===== src/rtl/vec_op_sequencer.sv =====
// Streams operand pairs from banks A/B through the combinational vector ALU into the result bank.
// Latency: read in cycle c, result write in cycle c+3; one element per clock, done pulse at cycle len+4.
// Backpressure: none downstream; abort cancels reads/writes the same cycle, start is taken only in IDLE.
module vec_op_sequencer #(
    parameter int ADDR_W = 10,
    parameter int DATA_W = 64
) (
    input  logic              clk,
    input  logic              rst_n,
    input  logic              start,
    input  logic [2:0]        opcode_in,
    input  logic [ADDR_W:0]   len_in,
    input  logic [DATA_W-1:0] q_in,
    input  logic [DATA_W-1:0] mu_in,
    input  logic              abort,
    output logic              rd_en,
    output logic [ADDR_W-1:0] rd_addr,
    input  logic [DATA_W-1:0] rd_a_data,
    input  logic [DATA_W-1:0] rd_b_data,
    output logic [2:0]        alu_opcode,
    output logic [DATA_W-1:0] alu_op_a,
    output logic [DATA_W-1:0] alu_op_b,
    output logic [DATA_W-1:0] alu_q,
    output logic [DATA_W-1:0] alu_mu,
    input  logic [DATA_W-1:0] alu_res,
    output logic              wr_en,
    output logic [ADDR_W-1:0] wr_addr,
    output logic [DATA_W-1:0] wr_data,
    output logic              busy,
    output logic              done,
    output logic              err
);

    localparam logic [1:0] ST_IDLE  = 2'd0;
    localparam logic [1:0] ST_RUN   = 2'd1;
    localparam logic [1:0] ST_DRAIN = 2'd2;
    localparam logic [1:0] ST_DONE  = 2'd3;

    localparam logic [2:0]      OP_MULT = 3'b010;
    localparam logic [ADDR_W:0] CNT_ONE = {{ADDR_W{1'b0}}, 1'b1};

    logic [1:0]        state;
    logic [1:0]        state_nxt;
    logic [ADDR_W:0]   len_q;
    logic [ADDR_W:0]   rd_cnt;

    // Pipeline: dat_* = bank data arriving, alu_* = operands at the ALU, wr_vld = result staged.
    logic              dat_vld;
    logic [ADDR_W-1:0] dat_addr;
    logic              alu_vld;
    logic [ADDR_W-1:0] alu_addr;
    logic              wr_vld;

    logic              accept;
    logic              legal;
    logic              kill;
    logic              last_rd;
    logic              last_wr;

    assign accept  = (state == ST_IDLE) && start;
    assign legal   = (opcode_in <= OP_MULT);
    assign kill    = abort && ((state == ST_RUN) || (state == ST_DRAIN));
    assign last_rd = ((rd_cnt + CNT_ONE) == len_q);
    assign last_wr = wr_vld && !alu_vld && !dat_vld;

    assign rd_en   = (state == ST_RUN) && !abort;
    assign rd_addr = rd_cnt[ADDR_W-1:0];
    assign wr_en   = wr_vld && !kill;
    assign busy    = (state == ST_RUN) || (state == ST_DRAIN);
    assign done    = (state == ST_DONE);

    always_comb begin
        state_nxt = state;
        case (state)
            ST_IDLE: begin
                if (start) begin
                    if (!legal || (len_in == '0)) begin
                        state_nxt = ST_DONE;
                    end else begin
                        state_nxt = ST_RUN;
                    end
                end
            end
            ST_RUN: begin
                if (kill) begin
                    state_nxt = ST_IDLE;
                end else if (last_rd) begin
                    state_nxt = ST_DRAIN;
                end
            end
            ST_DRAIN: begin
                if (kill) begin
                    state_nxt = ST_IDLE;
                end else if (last_wr) begin
                    state_nxt = ST_DONE;
                end
            end
            default: state_nxt = ST_IDLE;
        endcase
    end

    always_ff @(posedge clk or negedge rst_n) begin
        if (!rst_n) begin
            state <= ST_IDLE;
            err   <= 1'b0;
        end else begin
            state <= state_nxt;
            err   <= accept && !legal;
        end
    end

    // Command registers hold until the next accepted start, illegal ones included.
    always_ff @(posedge clk or negedge rst_n) begin
        if (!rst_n) begin
            alu_opcode <= '0;
            alu_q      <= '0;
            alu_mu     <= '0;
            len_q      <= '0;
        end else if (accept) begin
            alu_opcode <= opcode_in;
            alu_q      <= q_in;
            alu_mu     <= mu_in;
            len_q      <= len_in;
        end
    end

    // The counter stops on the last address so a full-length run never wraps.
    always_ff @(posedge clk or negedge rst_n) begin
        if (!rst_n) begin
            rd_cnt <= '0;
        end else if (accept) begin
            rd_cnt <= '0;
        end else if (rd_en && !last_rd) begin
            rd_cnt <= rd_cnt + CNT_ONE;
        end
    end

    always_ff @(posedge clk or negedge rst_n) begin
        if (!rst_n) begin
            dat_vld <= 1'b0;
            alu_vld <= 1'b0;
            wr_vld  <= 1'b0;
        end else begin
            dat_vld <= rd_en;
            alu_vld <= dat_vld && !kill;
            wr_vld  <= alu_vld && !kill;
        end
    end

    always_ff @(posedge clk or negedge rst_n) begin
        if (!rst_n) begin
            dat_addr <= '0;
            alu_addr <= '0;
            wr_addr  <= '0;
            alu_op_a <= '0;
            alu_op_b <= '0;
            wr_data  <= '0;
        end else begin
            if (rd_en) begin
                dat_addr <= rd_addr;
            end
            if (dat_vld) begin
                alu_addr <= dat_addr;
                alu_op_a <= rd_a_data;
                alu_op_b <= rd_b_data;
            end
            if (alu_vld) begin
                wr_addr <= alu_addr;
                wr_data <= alu_res;
            end
        end
    end

endmodule


===== config.mk =====
export PLATFORM = sky130hd
export DESIGN_NAME = vec_op_sequencer
export DESIGN_NICKNAME = d
export VERILOG_FILES = /design/src/rtl/vec_op_sequencer.sv
export SDC_FILE = /design/constraint.sdc
export NUM_CORES = 1
export LEC_CHECK = 0
export CAP_MARGIN = 10
export CELL_PAD_IN_SITES_DETAIL_PLACEMENT = 0
export CELL_PAD_IN_SITES_GLOBAL_PLACEMENT = 1
export CORE_AREA = 3 3 269 271
export CTS_BUF_LIST = sky130_fd_sc_hd__clkbuf_4 sky130_fd_sc_hd__clkbuf_8
export DETAILED_ROUTE_END_ITERATION = 12
export DIE_AREA = 0 0 272 274
export GPL_ROUTABILITY_DRIVEN = 0
export PLACE_DENSITY_LB_ADDON = 0.1
export RECOVER_POWER = 50
export SYNTH_ARGS = -nofsm -noshare
export SYNTH_HDL_FRONTEND = slang
export SYNTH_SLANG_ARGS = --single-unit

===== constraint.sdc =====
create_clock -name clk -period 3.6 [get_ports clk]
set_clock_uncertainty 0.05 [all_clocks]
set_input_delay 0.72 -clock clk [delete_from_list [all_inputs] [get_ports clk]]
set_output_delay 0.72 -clock clk [all_outputs]
set_load 0.01 [all_outputs]

==> results.md, run 1 <==
* CTS tree: built
* Routed Antenna Nets at 0
* Synth Net Count at 1583
* Post-Syn Area at 14830 µm²
* Die ar. at 74530 µm²
* Layout area overhead at 64.84%
* Die Wd at 272 µm
* Adder-Cell Fraction of Synth Area at 0.4219%
* Mux contribution to synthesized area at 16.32%
* Die Y at 274 µm
* Clock Sink Count at 381
* GRT Total Usage at 15.55%
* TNS Setup at 0 ns
* Flip-flop and latch area at 9534 µm²
* MaxCap Viol Count at 3
* Slew @ Worst Pin at 2.204 ns
* Core area at 70030 µm²
* Worst slew margin at -46.93%
* Core Util, Final at 34.91%
* Yosys reg bits at 381
* IO Port Bufs at 685
* Delay-heaviest family, CP: buffers and inverters
* Setup WS pre-CTS at 0.4604 ns
* WP buf/inv at 2
* Failing checks: max-capacitance violations, max-slew violations
* H-tree levels at 3
* Commonest cells after routing, fill and taps aside: clkdlybuf4s50_1 (684), nand2_1 (466), dfrtp_1 (381), mux2_2 (214), clkbuf_8 (98)
* First-pass GRT wire length at 86220 µm
* # Post-CTS Setup Buffers at 0
* Top-level I/O count at 686
* Setup crit end kind: primary output
* Total power per unit cell area at 865.9 nW/µm²
* CTS root buffer: clkbuf_8
* Register area share after synthesis at 64.29%
* Arrival @ worst endpoint at 2.41 ns
* Outcome: complete, but fails checks
* Fin. Hold Viols at 0
* Design Power at 21170 µW
* Max Slew Vio Count at 153
* Lkg Pwr at 0.01080 µW
* Hold Buf Count CTS at 1
* Pre-Repair DR Iteration Count at 5
* Initial antenna violation count at 15
* Avg Synthesized Cell Area at 11.96 µm²
* Tightest Hold Check Type: reg2reg
* Final WS setup at 0.4220 ns
* CP max stage delay at 0.63 ns
* Detailed Route Iter0 Violations at 477
* Clk Latency, worst-skew pair at 0.63 ns
* Starting Density at 21.18%
* Fillers at 7048
* Maximum vdd drop at 340.6 µV
* Share of layout cells above drive strength 1 at 19.18%
* Largest family of logic cells by synthesized area: multiplexers
* Cts bufs inserted at 78
* DRC at 0
* WL/cell at 20.20 µm
* Vias at 11809
* Startpoint Class: flop
* Netlist cell types at 42
* Simple-gate area share of the yosys netlist at 13.53%
* CTS clk-pin slew, worst paths at 0.06 ns
* Largest fanout on the critical path at 6
* CP max stage cell: clkdlybuf4s50_1
* Syn. warnings at 0
* Largest net degree at the start of global routing at 83
* Post-Synth XOR/XNOR Area at 1.122%
* CP required at 2.83 ns
* Clock Tree Buf Depth at 3
* CP Class: reg2out
* Final net count at 2298
* Area taken by multi-input logic gates at 4905 µm²
* Gate count of the mapped netlist at 1240
* Final wirelength at 59700 µm
* Setup violators final at 0
* Commonest non-fill, non-tap cell in the layout: clkdlybuf4s50_1
* Final min period at 3.178 ns
* Resized cells post-CTS at 0
* Final Cycle Share at 88.28%
* Max Clock Freq at 314.7 MHz
* Grt ovf at 0
* Synth Area in Compound Gates at 1.612%
* Vias in the first global route at 12549
* RSZ-0062 raised after global routing: false
* Row count at 97
* Vias/cell at 3.996
* CP Cell Sequence: inv_1 -> ha_1 -> nand2_1 -> and2_1 -> clkdlybuf4s50_1
* HPWL Detailed at 44130 µm
per-stage QoR:
| stage | instance area, µm² | hold WS [ns] | std cells |
|---|---|---|---|
| floorplan | 14830 | 0.3744 | 1240 |
| global placement | 22810 | 0.4063 | 2814 |
| detailed placement | 22810 | 0.4108 | 2814 |
| CTS | 24480 | 0.4247 | 2952 |
| global route | 24440 | 0.4412 | 2953 |
| finish | 24440 | 0.4204 | 2955 |
logic make-up after synthesis:
logic type	count (synthesis)
AND/OR/NAND/NOR	507
flip-flops	381
multiplexers	215
buffers and inverters	83
AO/OA/AOI/OAI	30
XOR/XNOR	19
adder cells (fa/ha/maj)	5
flip-flops by register name, summed over array words and instances (netlist names), 2 cells and up:
signal	flops
alu_op_a	64
alu_mu	64
alu_addr	10
alu_opcode	3
state	2
wr_addr	10
len_q	11
wr_data	64
alu_q	64
alu_op_b	64
dat_addr	10
rd_cnt	11
cell usage after synthesis, drive strengths merged:
master | instances | share of area [%]
o211ai | 7 | 0.35
clkbuf | 57 | 1.7
nand2 | 467 | 12
a31oi | 1 | 0.042
a222oi | 1 | 0.068
o41ai | 1 | 0.059
nor2 | 9 | 0.23
inv | 8 | 0.20
and3b | 1 | 0.059
or4 | 3 | 0.18
and3 | 1 | 0.051
xnor2 | 8 | 0.47
mux2 | 214 | 16
a2111oi | 1 | 0.19
mux2i | 1 | 0.068
o21ai | 7 | 0.26
o21a | 3 | 0.15
nor4 | 4 | 0.17
or2 | 2 | 0.084
nand4bb | 1 | 0.076
nand3 | 6 | 0.20
a32oi | 1 | 0.059
nand3b | 1 | 0.051
and4 | 1 | 0.068
o2111ai | 4 | 0.28
and2 | 4 | 0.17
nand4 | 2 | 0.19
buf | 18 | 0.78
dfrtp | 381 | 64
a21oi | 3 | 0.10
nor3 | 3 | 0.10
a21boi | 1 | 0.051
ha | 5 | 0.42
xor2 | 11 | 0.65
or3 | 2 | 0.093
cell type report:
type / instances / area share (%)
Clock inverter: 11 / 0.4351
Antenna cell: 3 / 0.03071
Timing Repair Buffer: 710 / 29.15
Tap cell: 940 / 4.811
Sequential cell: 381 / 39.00
Inverter: 8 / 0.1228
Clock buffer: 126 / 6.378
Multi-Input combinational cell: 776 / 20.06
where the power goes:
| part | leakage [µW] | total, µW | internal (µW) | switching (µW) |
|---|---|---|---|---|
| clock network | 0.000892 | 4820 | 2810 | 2010 |
| registers | 0.00469 | 7360 | 6220 | 1140 |
| logic | 0.00522 | 8990 | 5060 | 3930 |
| total | 0.0108 | 21200 | 14100 | 7070 |
per-layer routing:
layer | wire [µm] | GRT usage (%)
met1 | 22550 | 17.39
met2 | 28930 | 26.08
met3 | 6804 | 7.972
met4 | 1255 | 4.222
met5 | 163 | 0
final timing paths:
check,slack (ns),start,end,cells after the start
max in group asynchronous,0.67,rst_n,wr_data[10],3
min in group asynchronous,1.20,rst_n,wr_data[8],2
worst min-delay path,0.42,alu_q[28],alu_q[28],2
worst max register to register,0.46,rd_cnt[1],rd_cnt[7],8
worst max-delay path,0.42,state[0],wr_en,5
worst min register to register,0.42,alu_q[28],alu_q[28],2
tightest hold or removal path, delay by kind of cell, from the launching register on:
| family | cells | cell delay (ns) |
|---|---|---|
| DFF | 1 | 0.34 |
| and+or+nand+nor | 2 | 0.10 |
No activity file was read; power rests on OpenSTA's default activity.
==> run 2, diff against run 1 <==
GPL_ROUTABILITY_DRIVEN = default   (was 0)
==> results of run 2 <==
The final DEF is identical to that of run 1; final timing and power are the same.
==> run 3, diff against run 2 <==
--- a/config.mk
+++ b/config.mk
@@ -13,5 +13,5 @@
 export DETAILED_ROUTE_END_ITERATION = 12
 export DIE_AREA = 0 0 272 274
-export PLACE_DENSITY_LB_ADDON = 0.1
+export PLACE_DENSITY = 0.67
 export RECOVER_POWER = 50
 export SYNTH_ARGS = -nofsm -noshare
==> constraint.sdc (replaced) <==
create_clock -name clk -period 3.6 [get_ports clk]
set_clock_uncertainty 0.05 [all_clocks]
set_input_delay 0.36 -clock clk [delete_from_list [all_inputs] [get_ports clk]]
set_output_delay 0.36 -clock clk [all_outputs]
set_load 0.01 [all_outputs]
==> run 3 against run 2 <==
Compared with the run above: the run still ends with max-capacitance violations, max-slew violations left; die area unchanged; first-iteration DRC count down 19%; cell count decreased by 0.37%; setup slack lost 0.047 ns; global-route usage shrank 1.9 points; sequential share of layout area is essentially flat; critical path depth did not move; flip-flop and latch count is the same; highest routed layer is now met4.
==> results.md, run 3 (synthesis gave the netlist of run 1 again) <==
* Outcome: complete, but fails checks
* Failing checks: max-capacitance violations, max-slew violations
* WL/cell at 18.00 µm
* Total power per unit cell area at 863.0 nW/µm²
* Reg2Reg Depth at 8
* CTS tree: built
* Final min period at 3.225 ns
* Vias at 11730
* Routed Antenna Nets at 0
* Clk Latency, worst-skew pair at 0.63 ns
* Largest fanout on the critical path at 15
* Core Util, Final at 34.86%
* Setup crit end kind: primary output
* Design Power at 21070 µW
* Slew @ Worst Pin at 2.290 ns
* CP Class: reg2out
* Area taken by multi-input logic gates at 4902 µm²
* Met1 Use GR at 15.06%
* GRT Total Usage at 13.70%
* HPWL Detailed at 39890 µm
* R2R Path End: rd_cnt[7]
* CP required at 3.19 ns
* Max Slew Vio Count at 155
* Pre-Repair DR Iteration Count at 6
* First-pass GRT wire length at 78440 µm
* Starting Density at 21.18%
* WHS Path Cells at 3
* GRT Max-Usage Layer: met2
* Vias in the first global route at 12607
* Crit path top cell by count: inv_1
* Largest net degree at the start of global routing at 90
* Commonest non-fill, non-tap cell in the layout: clkdlybuf4s50_1
* Die Wd at 272 µm
* Max Clock Freq at 310.1 MHz
* Final wirelength at 53000 µm
* Arrival @ worst endpoint at 2.81 ns
* Fin. Hold Viols at 0
* Row count at 97
* Grt ovf at 0
* H-tree levels at 3
* TNS Setup at 0 ns
* GRT met3 Usage at 5.898%
* CTS root buffer: clkbuf_8
* Worst R2R Start: rd_cnt[0]
* Hold Path End: alu_q[58]
* Hold WS at 0.1931 ns
* Clock Sink Count at 381
* Die Y at 274 µm
* MaxCap Viol Count at 3
* Tightest Hold Check Type: in2reg
* Hold_sp: q_in[58]
* Commonest cells after routing, fill and taps aside: clkdlybuf4s50_1 (684), nand2_1 (466), dfrtp_1 (381), mux2_2 (214), clkbuf_8 (91)
* RePlAce Congestion at 0.8760
* CP max stage cell: clkdlybuf4s50_1
* Final net count at 2289
* Met2 GRT Util at 23.53%
* N_diodes at 0
* Setup WS pre-CTS at 0.4817 ns
* Vias/cell at 3.984
* Die ar. at 74530 µm²
* Setup crit start: state[1]
* Lkg Pwr at 0.01077 µW
* Initial antenna violation count at 0
* Final WS setup at 0.3751 ns
* Detailed Route Iter0 Violations at 385
* Startpoint Class: flop
* CTS clk-pin slew, worst paths at 0.06 ns
* CP Cell Sequence: inv_1 -> ha_1 -> nand2_1 -> inv_1 -> clkdlybuf4s50_1
* Resized cells post-CTS at 0
* IO Port Bufs at 685
* Top-level I/O count at 686
* Core area at 70030 µm²
* CP max stage delay at 0.75 ns
* Maximum vdd drop at 345.1 µV
* Cts bufs inserted at 74
* R2r setup slk at 0.42 ns
* DRC at 0
* Fillers at 7014
* Clock Tree Buf Depth at 3
* RSZ-0062 raised after global routing: false
* Worst slew margin at -52.63%
* Layout area overhead at 64.64%
* Setup violators final at 0
* Flip-flop and latch area at 9534 µm²
* Final Cycle Share at 89.58%
* Share of layout cells above drive strength 1 at 18.71%
==> run 3: per-stage QoR <==
stage | cells | area, µm²
after floorplan | 1240 | 14830
after global placement | 2809 | 22730
after detailed placement | 2809 | 22730
after CTS | 2944 | 24470
after global routing | 2944 | 24410
final | 2944 | 24410
==> run 3: worst max-delay path, delay by kind of cell (launching register included) <==
family                   cells  cell delay, ns
adder cells (fa/ha/maj)      1            0.19
buffers and inverters        3            1.33
AND/OR/NAND/NOR              1            0.25
flip-flops                   1            0.41
==> run 3: what timing repair did <==
| action | in CTS | in global routing |
|---|---|---|
| endpoints found under the hold margin | 70 | 0 |
| setup buffers | 0 | 0 |
| hold buffers | 1 | 0 |
==> run 3: how the worst max path moves through the flow <==
| stage | endpoint | slack, ns | cells after the start |
|---|---|---|---|
| after floorplan | rd_cnt[8] | 1.09 | 10 |
| after global placement | rd_cnt[7] | 0.57 | 8 |
| after detailed placement | rd_cnt[7] | 0.48 | 8 |
| after CTS | rd_en | 0.23 | 5 |
| after global routing | rd_en | 0.09 | 5 |
| final | rd_en | 0.38 | 5 |
==> run 3: final cells by class <==
cell class | count | share of cell area, %
well taps | 940 | 4.817
flip-flops and latches | 381 | 39.05
clock buffers | 112 | 5.776
multi-input cells | 776 | 20.08
inverters | 8 | 0.1230
clock inverters | 22 | 1.312
repair buffers | 705 | 28.84
==> run 3: per-layer routing <==
metal | up-vias | share of wire (%)
met1 | 5673 | 37
li1 | 5477 | -
met4 | 0 | 3.0
met5 | - | 0
met2 | 493 | 49
met3 | 87 | 10
==> run 3: report_power, final <==
part,switching (µW),internal (µW)
registers,1200,6220
clock network,1980,2980
logic,3670,5030
